<file path="src/rtl/adc_scan_master.sv">
// ---------------------------------------------------------------------------
// adc_scan_master
//
// Scans an SPI-style multiplexed ADC (LTC2308-like protocol) round-robin over
// channels 0..NUM_CH-1.  Each frame pulses CONVST, waits for the conversion
// to finish, then clocks 12 SCK periods.  During those periods the result of
// the previous conversion is shifted in on SDO while the configuration word
// selecting the *next* channel is shifted out on SDI.  The ADC therefore runs
// one channel behind the config, so the first frame of every run is discarded.
//
// Ports
//   clk           system clock, all logic on the rising edge
//   reset         synchronous, active-high reset
//   enable        level-sensitive scan enable
//   adc_convst    conversion-start strobe to the ADC (2 clk cycles wide)
//   adc_sck       serial clock to the ADC, idles low
//   adc_sdi       configuration bits to the ADC, MSB first
//   adc_sdo       result bits from the ADC, MSB first
//   a0..a7        latest 12-bit result per channel (unused channels stay 0)
//   sample_valid  one-cycle pulse when a result register is written
//   sample_ch     channel index written with sample_valid (0 otherwise)
//   scan_done     one-cycle pulse when channel NUM_CH-1 is written
// ---------------------------------------------------------------------------
module adc_scan_master #(
    parameter int SCK_DIV     = 2,
    parameter int CONV_CYCLES = 80,
    parameter int NUM_CH      = 6
) (
    input  logic        clk,
    input  logic        reset,
    input  logic        enable,
    output logic        adc_convst,
    output logic        adc_sck,
    output logic        adc_sdi,
    input  logic        adc_sdo,
    output logic [11:0] a0,
    output logic [11:0] a1,
    output logic [11:0] a2,
    output logic [11:0] a3,
    output logic [11:0] a4,
    output logic [11:0] a5,
    output logic [11:0] a6,
    output logic [11:0] a7,
    output logic        sample_valid,
    output logic [2:0]  sample_ch,
    output logic        scan_done
);

    typedef enum logic [2:0] {
        IDLE,
        CONVST,
        WAIT,
        SHIFT,
        STORE
    } state_t;

    localparam logic [9:0] LAST_WAIT = 10'(CONV_CYCLES - 1);
    localparam logic [7:0] LAST_DIV  = 8'(SCK_DIV - 1);
    localparam logic [2:0] LAST_CH   = 3'(NUM_CH - 1);

    state_t      state_q;
    logic [9:0]  cnt_q;
    logic [7:0]  div_q;
    logic [4:0]  half_q;
    logic [11:0] shift_q;
    logic [2:0]  nxt_q;
    logic [2:0]  cur_q;
    logic        discard_q;
    logic        convst_q;
    logic        sck_q;
    logic        sdi_q;
    logic        valid_q;
    logic        done_q;
    logic [2:0]  ch_q;
    logic [11:0] a_q [8];

    logic        sampleNow_d;
    logic        halfEnd_d;
    logic [4:0]  nextHalf_d;
    logic [2:0]  nxtInc_d;
    logic [11:0] shift_d;

    // Config bit for SCK period 'period' (0-based) when selecting channel
    // 'ch': {1, ch[0], ch[2], ch[1], 1, 0} followed by six zeros.
    function automatic logic cfgBit(input logic [3:0] period, input logic [2:0] ch);
        logic bitVal;
        case (period)
            4'd0:    bitVal = 1'b1;
            4'd1:    bitVal = ch[0];
            4'd2:    bitVal = ch[2];
            4'd3:    bitVal = ch[1];
            4'd4:    bitVal = 1'b1;
            default: bitVal = 1'b0;
        endcase
        return bitVal;
    endfunction

    // SDO is captured in the first clk cycle of each SCK high phase.  With
    // SCK_DIV=1 that cycle is also the last cycle of SHIFT, so the store path
    // uses shift_d to include the bit being captured on the same edge.
    assign sampleNow_d = (state_q == SHIFT) && half_q[0] && (div_q == 8'd0);
    assign shift_d     = sampleNow_d ? {shift_q[10:0], adc_sdo} : shift_q;
    assign halfEnd_d   = (div_q == LAST_DIV);
    assign nextHalf_d  = half_q + 5'd1;
    assign nxtInc_d    = (nxt_q == LAST_CH) ? 3'd0 : nxt_q + 3'd1;

    // Frame sequencer.  Every output is a register that is loaded on the
    // edge that enters the state it belongs to, so the outputs line up
    // exactly with the state they describe.  half_q counts the 24 SCK half
    // periods (even = low, odd = high); div_q counts clk cycles inside a
    // half period.  SDI is only updated on entry to a low half, which keeps
    // it stable across the whole high half.
    always_ff @(posedge clk) begin
        if (reset) begin
            state_q   <= IDLE;
            cnt_q     <= '0;
            div_q     <= '0;
            half_q    <= '0;
            shift_q   <= '0;
            nxt_q     <= '0;
            cur_q     <= '0;
            discard_q <= 1'b1;
            convst_q  <= 1'b0;
            sck_q     <= 1'b0;
            sdi_q     <= 1'b0;
            valid_q   <= 1'b0;
            done_q    <= 1'b0;
            ch_q      <= '0;
            for (int k = 0; k < 8; k++) begin
                a_q[k] <= '0;
            end
        end else begin
            valid_q <= 1'b0;
            done_q  <= 1'b0;
            ch_q    <= '0;
            if (sampleNow_d) begin
                shift_q <= shift_d;
            end
            case (state_q)
                IDLE: begin
                    if (enable) begin
                        state_q  <= CONVST;
                        convst_q <= 1'b1;
                        cnt_q    <= '0;
                    end
                end
                CONVST: begin
                    if (cnt_q == 10'd1) begin
                        state_q  <= WAIT;
                        convst_q <= 1'b0;
                        cnt_q    <= '0;
                    end else begin
                        cnt_q <= cnt_q + 10'd1;
                    end
                end
                WAIT: begin
                    if (cnt_q == LAST_WAIT) begin
                        state_q <= SHIFT;
                        div_q   <= '0;
                        half_q  <= '0;
                        sck_q   <= 1'b0;
                        sdi_q   <= cfgBit(4'd0, nxt_q);
                    end else begin
                        cnt_q <= cnt_q + 10'd1;
                    end
                end
                SHIFT: begin
                    if (halfEnd_d) begin
                        div_q <= '0;
                        if (half_q == 5'd23) begin
                            state_q <= STORE;
                            sck_q   <= 1'b0;
                            sdi_q   <= 1'b0;
                            if (!discard_q) begin
                                a_q[cur_q] <= shift_d;
                                valid_q    <= 1'b1;
                                ch_q       <= cur_q;
                                done_q     <= (cur_q == LAST_CH);
                            end
                        end else begin
                            half_q <= nextHalf_d;
                            sck_q  <= nextHalf_d[0];
                            if (!nextHalf_d[0]) begin
                                sdi_q <= cfgBit(nextHalf_d[4:1], nxt_q);
                            end
                        end
                    end else begin
                        div_q <= div_q + 8'd1;
                    end
                end
                STORE: begin
                    // Continuing a run advances the channel pipeline; stopping
                    // rewinds it so the next run starts at channel 0 and
                    // throws away its first (stale) result.
                    if (enable) begin
                        state_q   <= CONVST;
                        convst_q  <= 1'b1;
                        cnt_q     <= '0;
                        cur_q     <= nxt_q;
                        nxt_q     <= nxtInc_d;
                        discard_q <= 1'b0;
                    end else begin
                        state_q   <= IDLE;
                        nxt_q     <= '0;
                        discard_q <= 1'b1;
                    end
                end
                default: begin
                    state_q <= IDLE;
                end
            endcase
        end
    end

    assign adc_convst   = convst_q;
    assign adc_sck      = sck_q;
    assign adc_sdi      = sdi_q;
    assign sample_valid = valid_q;
    assign sample_ch    = ch_q;
    assign scan_done    = done_q;
    assign a0           = a_q[0];
    assign a1           = a_q[1];
    assign a2           = a_q[2];
    assign a3           = a_q[3];
    assign a4           = a_q[4];
    assign a5           = a_q[5];
    assign a6           = a_q[6];
    assign a7           = a_q[7];

endmodule

</file>
<file path="config.mk">
export PLATFORM = sky130hd
export DESIGN_NAME = adc_scan_master
export DESIGN_NICKNAME = d
export VERILOG_FILES = /design/src/rtl/adc_scan_master.sv
export SDC_FILE = /design/constraint.sdc
export NUM_CORES = 1
export LEC_CHECK = 0
export BUFFER_PORTS_ARGS = -buffer_cell sky130_fd_sc_hd__buf_2
export CAP_MARGIN = 15
export CORE_ASPECT_RATIO = 2
export CORE_MARGIN = 4
export CORE_UTILIZATION = 50
export CTS_CLUSTER_DIAMETER = 50
export DETAILED_ROUTE_END_ITERATION = 8
export HOLD_SLACK_MARGIN = 0.03
export PLACE_DENSITY = 0.73
export SKIP_CTS_REPAIR_TIMING = 1
export SLEW_MARGIN = 25
export SYNTH_ARGS = -nofsm -noshare
export SYNTH_HDL_FRONTEND = slang
export SYNTH_SLANG_ARGS = --single-unit
export TNS_END_PERCENT = 1
</file>
<file path="constraint.sdc">
create_clock -name clk -period 3.7 [get_ports clk]
set_input_delay 0.555 -clock clk [delete_from_list [all_inputs] [get_ports clk]]
set_output_delay 0.555 -clock clk [all_outputs]
set_load 0.03 [all_outputs]
</file>
# Word level (Yosys, flattened, before mapping)
# Memory sizes are Yosys's and may differ from the RTL's.
# Index checks and enable logic that the tools add are counted.
# totals
regBits	53
latch_bits	0
ramBits	96
romBits	0
input_bits	4
mem_count	1
# classes
n_addsub	4
n_mul	0
div	0
order_cmp	0
eq_ne	23
shifts	0
muxes	46
n_bitwise	3
reduce_logical	20
# mem_list
memory	depth	width	read_ports	rd_clocked_by_memory_dff	wr	line_no	source
a_q	8	12	8	0	8	75	logic [11:0] a_q [8];
# ops
cell	n
2-to-1 mux 10 bit	3
case mux 10 bit (3 select lines)	1
2-to-1 mux 12 bit	2
2-to-1 mux 3 bit	8
2-to-1 mux 1 bit	20
2-to-1 mux 8 bit	2
case mux 8 bit (2 select lines)	1
2-to-1 mux 5 bit	3
case mux 3 bit (5 select lines)	1
!= test 2 bit (second input constant)	6
OR reduction 12 bit	1
adder 10 x 1 -> 10 bit (second input constant)	1
== test 10 x 1 -> 1 bit (second input constant)	1
== test 10 x 7 -> 1 bit (second input constant)	1
case mux 5 bit (2 select lines)	1
== test 3 bit (second input constant)	3
AND reduction 3 bit	3
adder 8 x 1 -> 8 bit (second input constant)	1
== test 4 x 2 -> 1 bit (second input constant)	2
== test 8 x 1 -> 1 bit (second input constant)	1
zero test 8 bit	1
AND reduction 4 bit	2
== test 3 x 2 -> 1 bit (second input constant)	2
case mux 1 bit (2 select lines)	3
other kinds (19)	26

# Depth between registers and ports, before layout
# depth
ltp_word	8
depth_mapped	7
ltp_nobuf	7

# Worst setup path after synthesis
# Ideal clock, no wire load.
# synth_path
path_type	reg2reg
from	register div_q[7]
to	memory a_q[1][0], enable pin
setup_time_ns	0.350
t_arrival_ns	2.234
slack_ns	1.116
path_stages_with_launch	7
synth_period_minus_slack_ns	2.584
path_cell_list	dfxtp_1 or4_4 or4_4 nor3_4 nand2_1 buf_2 nand2_1
# synth_lines
item	line_no	source
start, declared	63	logic [7:0] div_q;
start signal, assigned	188	div_q <= div_q + 8'd1;
end, declared	75	

==> metrics <==
Syn Nets=approximately 520; nets@finish=~640; cell taking the most area after synthesis=edfxtp_1; clock-pin slew on the worst setup and hold paths=~0.060 ns; Detailed Routing Iterations Pass 1=5; Clk pwr share=0.433; synth top area cells=edfxtp_1 (49%), dfxtp_1 (18%), nor2_1 (8.7%); number of synthesized flops with an enable pin=between 90 and 100; synthesized area=roughly 6000 µm²; core area=between 10000 and 15000 µm²; WL final=14000 µm; count leader, synth=nor2_1; asr flop ratio synth=0; GPL Wtd Cong=~0.85; library cells used by synthesis=54; Port-buffer cells=roughly 110; Yosys reg bits=roughly 150; ratio of cells with drive above 1 in the final layout=0.265; Pint=~3.0 mW; RR Endpoint=a_q[0][0]$_SDFFCE_PN0P_; Logic pwr share=0.097; Cell Rows=56; TritonCTS Sinks=between 100 and 150; ANT cells=0; Worst R2R Path Depth=6; run status=completed; Mapped Cells=around 510; setup slack, reg-to-reg=~0.76 ns; largest net degree at the start of global routing=38; most frequent cell on the critical path=nand2_1; Setup-failing EPs final=0; CTS Buffer Depth=2; DRT iter0 DRCs=roughly 320; Peak VDD IR=between 300 and 400 µV; Seq pwr share=0.470; remaining global-route overflow=0; clk_lat worst skew=0.42 ns; Critical Path Start=half_q[0]$_SDFFE_PP0P_; most frequent cells after synthesis=nor2_1 (137), edfxtp_1 (96), dfxtp_1 (53); Worst Hold Class=reg2reg; Relative slew margins=0.469; initial antenna violation count=0; Max stage delay cell, worst path=or4_4; arrival time worst endpoint=2.99 ns; Worst Setup Start Kind=register; H-tree depth=4; clock root cell=clkbuf_16; period utilisation layout=0.796; Avg WL per Cell=~18 µm; Critical Path Max Stage Delay=approximately 0.55 ns; PD cells=roughly 560 nW/µm²; Multi-input gate area=1860 µm²; Lkg Pwr=about 2.7 nW; Worst Skew=between 0.01 and 0.015 ns; MaxCap Viol Count=0; Post-Syn Area per Cell=between 10 and 15 µm²; CTS Buf Count=17; final hold vios=0; HPWL after DPL=approximately 10000 µm; via-per-instance ratio=approximately 5.5; Sw Ratio=0.263; Tot Pwr=slightly above 4 mW; width of the chip=approximately 85 µm; Util after Layout=0.622; GRT Overall Usage=0.207; via count=4299; first-pass GRT wire length=~22000 µm; Syn. warnings=0; Final ANT Viol Nets=0; Die ar.=between 10000 and 15000 µm²; area share of the largest cell type after synthesis=0.486; setup tns final=0 ns; worst path cell trace=ha_1 -> nand4b_1 -> or4_4 -> nor3_4 -> nand2_1 -> nand2_1; Area Overhead vs Synth=22.6%; crit path capture type=register; DRC viols=0; Top Ports=roughly 110; unrepaired setup endpoints after global routing=false; CP max FO=13; P_sw=1.06 mW; TritonCTS clock tree=done; Worst EP required=roughly 3.8 ns; Initial Utilization=0.507; FF/Latch Area=roughly 3900 µm²; Layout fillers=904; crit path capture=a_q[0][0]$_SDFFCE_PN0P_; Crit Path Class=reg2reg; fin crit period=2.94 ns; f_max=approximately 340 MHz; sequential fraction of the synthesis area=0.665; top_reg_cell synth=edfxtp_1; Pins Over Slew Limit=0; Tightest Pin Transition=a little under 0.8 ns; Die Y-Extent=approximately 160 µm; worst r2r src=half_q[0]$_SDFFE_PP0P_; vias in the first global route=4280
power by group through the flow:
stage	registers [mW]	logic (mW)	clock network [mW]
6_report	1.90	0.393	1.75
5_1_grt	1.91	0.423	1.84
4_1_cts	1.90	0.394	1.76
3_5_place_dp	1.93	0.392	0
3_3_place_gp	1.93	0.390	0
2_1_floorplan	2.02	0.197	0
worst max-delay path, delay by kind of cell, from the launching register on:
family	cells	cell delay, ns
adder cells (fa/ha/maj)	1	0.27
flip-flops	1	0.40
AND/OR/NAND/NOR	5	1.90
per-stage QoR:
| stage | cells | instance area (µm²) | hold slack, ns | worst slack (ns) |
|---|---|---|---|---|
| floorplan | 509 | 5930 | 0.459 | 1.12 |
| global placement | 755 | 6670 | 0.474 | 0.912 |
| detailed placement | 755 | 6670 | 0.476 | 0.799 |
| CTS | 787 | 7270 | 0.462 | 0.773 |
| global route | 787 | 7270 | 0.495 | 0.559 |
| finish | 787 | 7270 | 0.474 | 0.757 |
final cells by class:
class	instances	share of cell area
flip-flops and latches	149	0.542
multi-input cells	329	0.256
repair buffers	121	0.0881
clock buffers	17	0.0585
clock inverters	15	0.0249
well taps	145	0.0249
inverters	11	0.00568
placed cells by master (no fill, tap or decap), types with 10 or more instances in the layout:
cell type	instances
mux2i_1	17
nor2_1	137
xnor2_1	10
buf_4	14
buf_2	107
a21oi_1	20
nand3_1	13
nand2_1	31
clkbuf_16	17
inv_1	11
edfxtp_1	96
dfxtp_1	53
state kept, by name (all words and copies together), names as in the netlist:
name and count:
cur_q 3, shift_q 12, scan_done 1, adc_sck 1, a_q 96, sample_ch 3, cnt_q 10, div_q 8
adc_convst 1, sample_valid 1, adc_sdi 1, state_q 3, discard_q 1, nxt_q 3, half_q 5
kinds of logic (layout without fill, tap and decap cells):
group,Yosys count,after routing,share of synthesized area
AO/OA/AOI/OAI,57,57,0.0650
XOR/XNOR,12,12,0.0177
adder cells (fa/ha/maj),6,6,0.0127
buffers and inverters,31,164,0.0215
flip-flops,149,149,0.665
multiplexers,17,17,0.0287
AND/OR/NAND/NOR,237,237,0.190
layer usage:
metal | track usage | part of all wire | vias to the layer above
li1 | - | - | 2051
met1 | 0.214 | 0.34 | 2026
met2 | 0.404 | 0.57 | 189
met3 | 0.0350 | 0.060 | 33
met4 | 0.0742 | 0.026 | 0
met5 | 0 | 0 | -
worst min path at each step:
stage | from | endpoint | slack, ns | depth (start not counted)
after detailed placement | adc_sck$_SDFFE_PP0P_ | adc_sck$_SDFFE_PP0P_ | 0.48 | 2
after global placement | adc_sck$_SDFFE_PP0P_ | adc_sck$_SDFFE_PP0P_ | 0.47 | 2
after CTS | reset | state_q[1]$_SDFFE_PP0P_ | 0.46 | 3
after floorplan | nxt_q[2]$_SDFFE_PP0N_ | cur_q[2]$_SDFFE_PP0P_ | 0.46 | 2
after global routing | adc_sck$_SDFFE_PP0P_ | adc_sck$_SDFFE_PP0P_ | 0.50 | 2
final | adc_sck$_SDFFE_PP0P_ | adc_sck$_SDFFE_PP0P_ | 0.47 | 2
No activity file was read; power rests on OpenSTA's default activity.
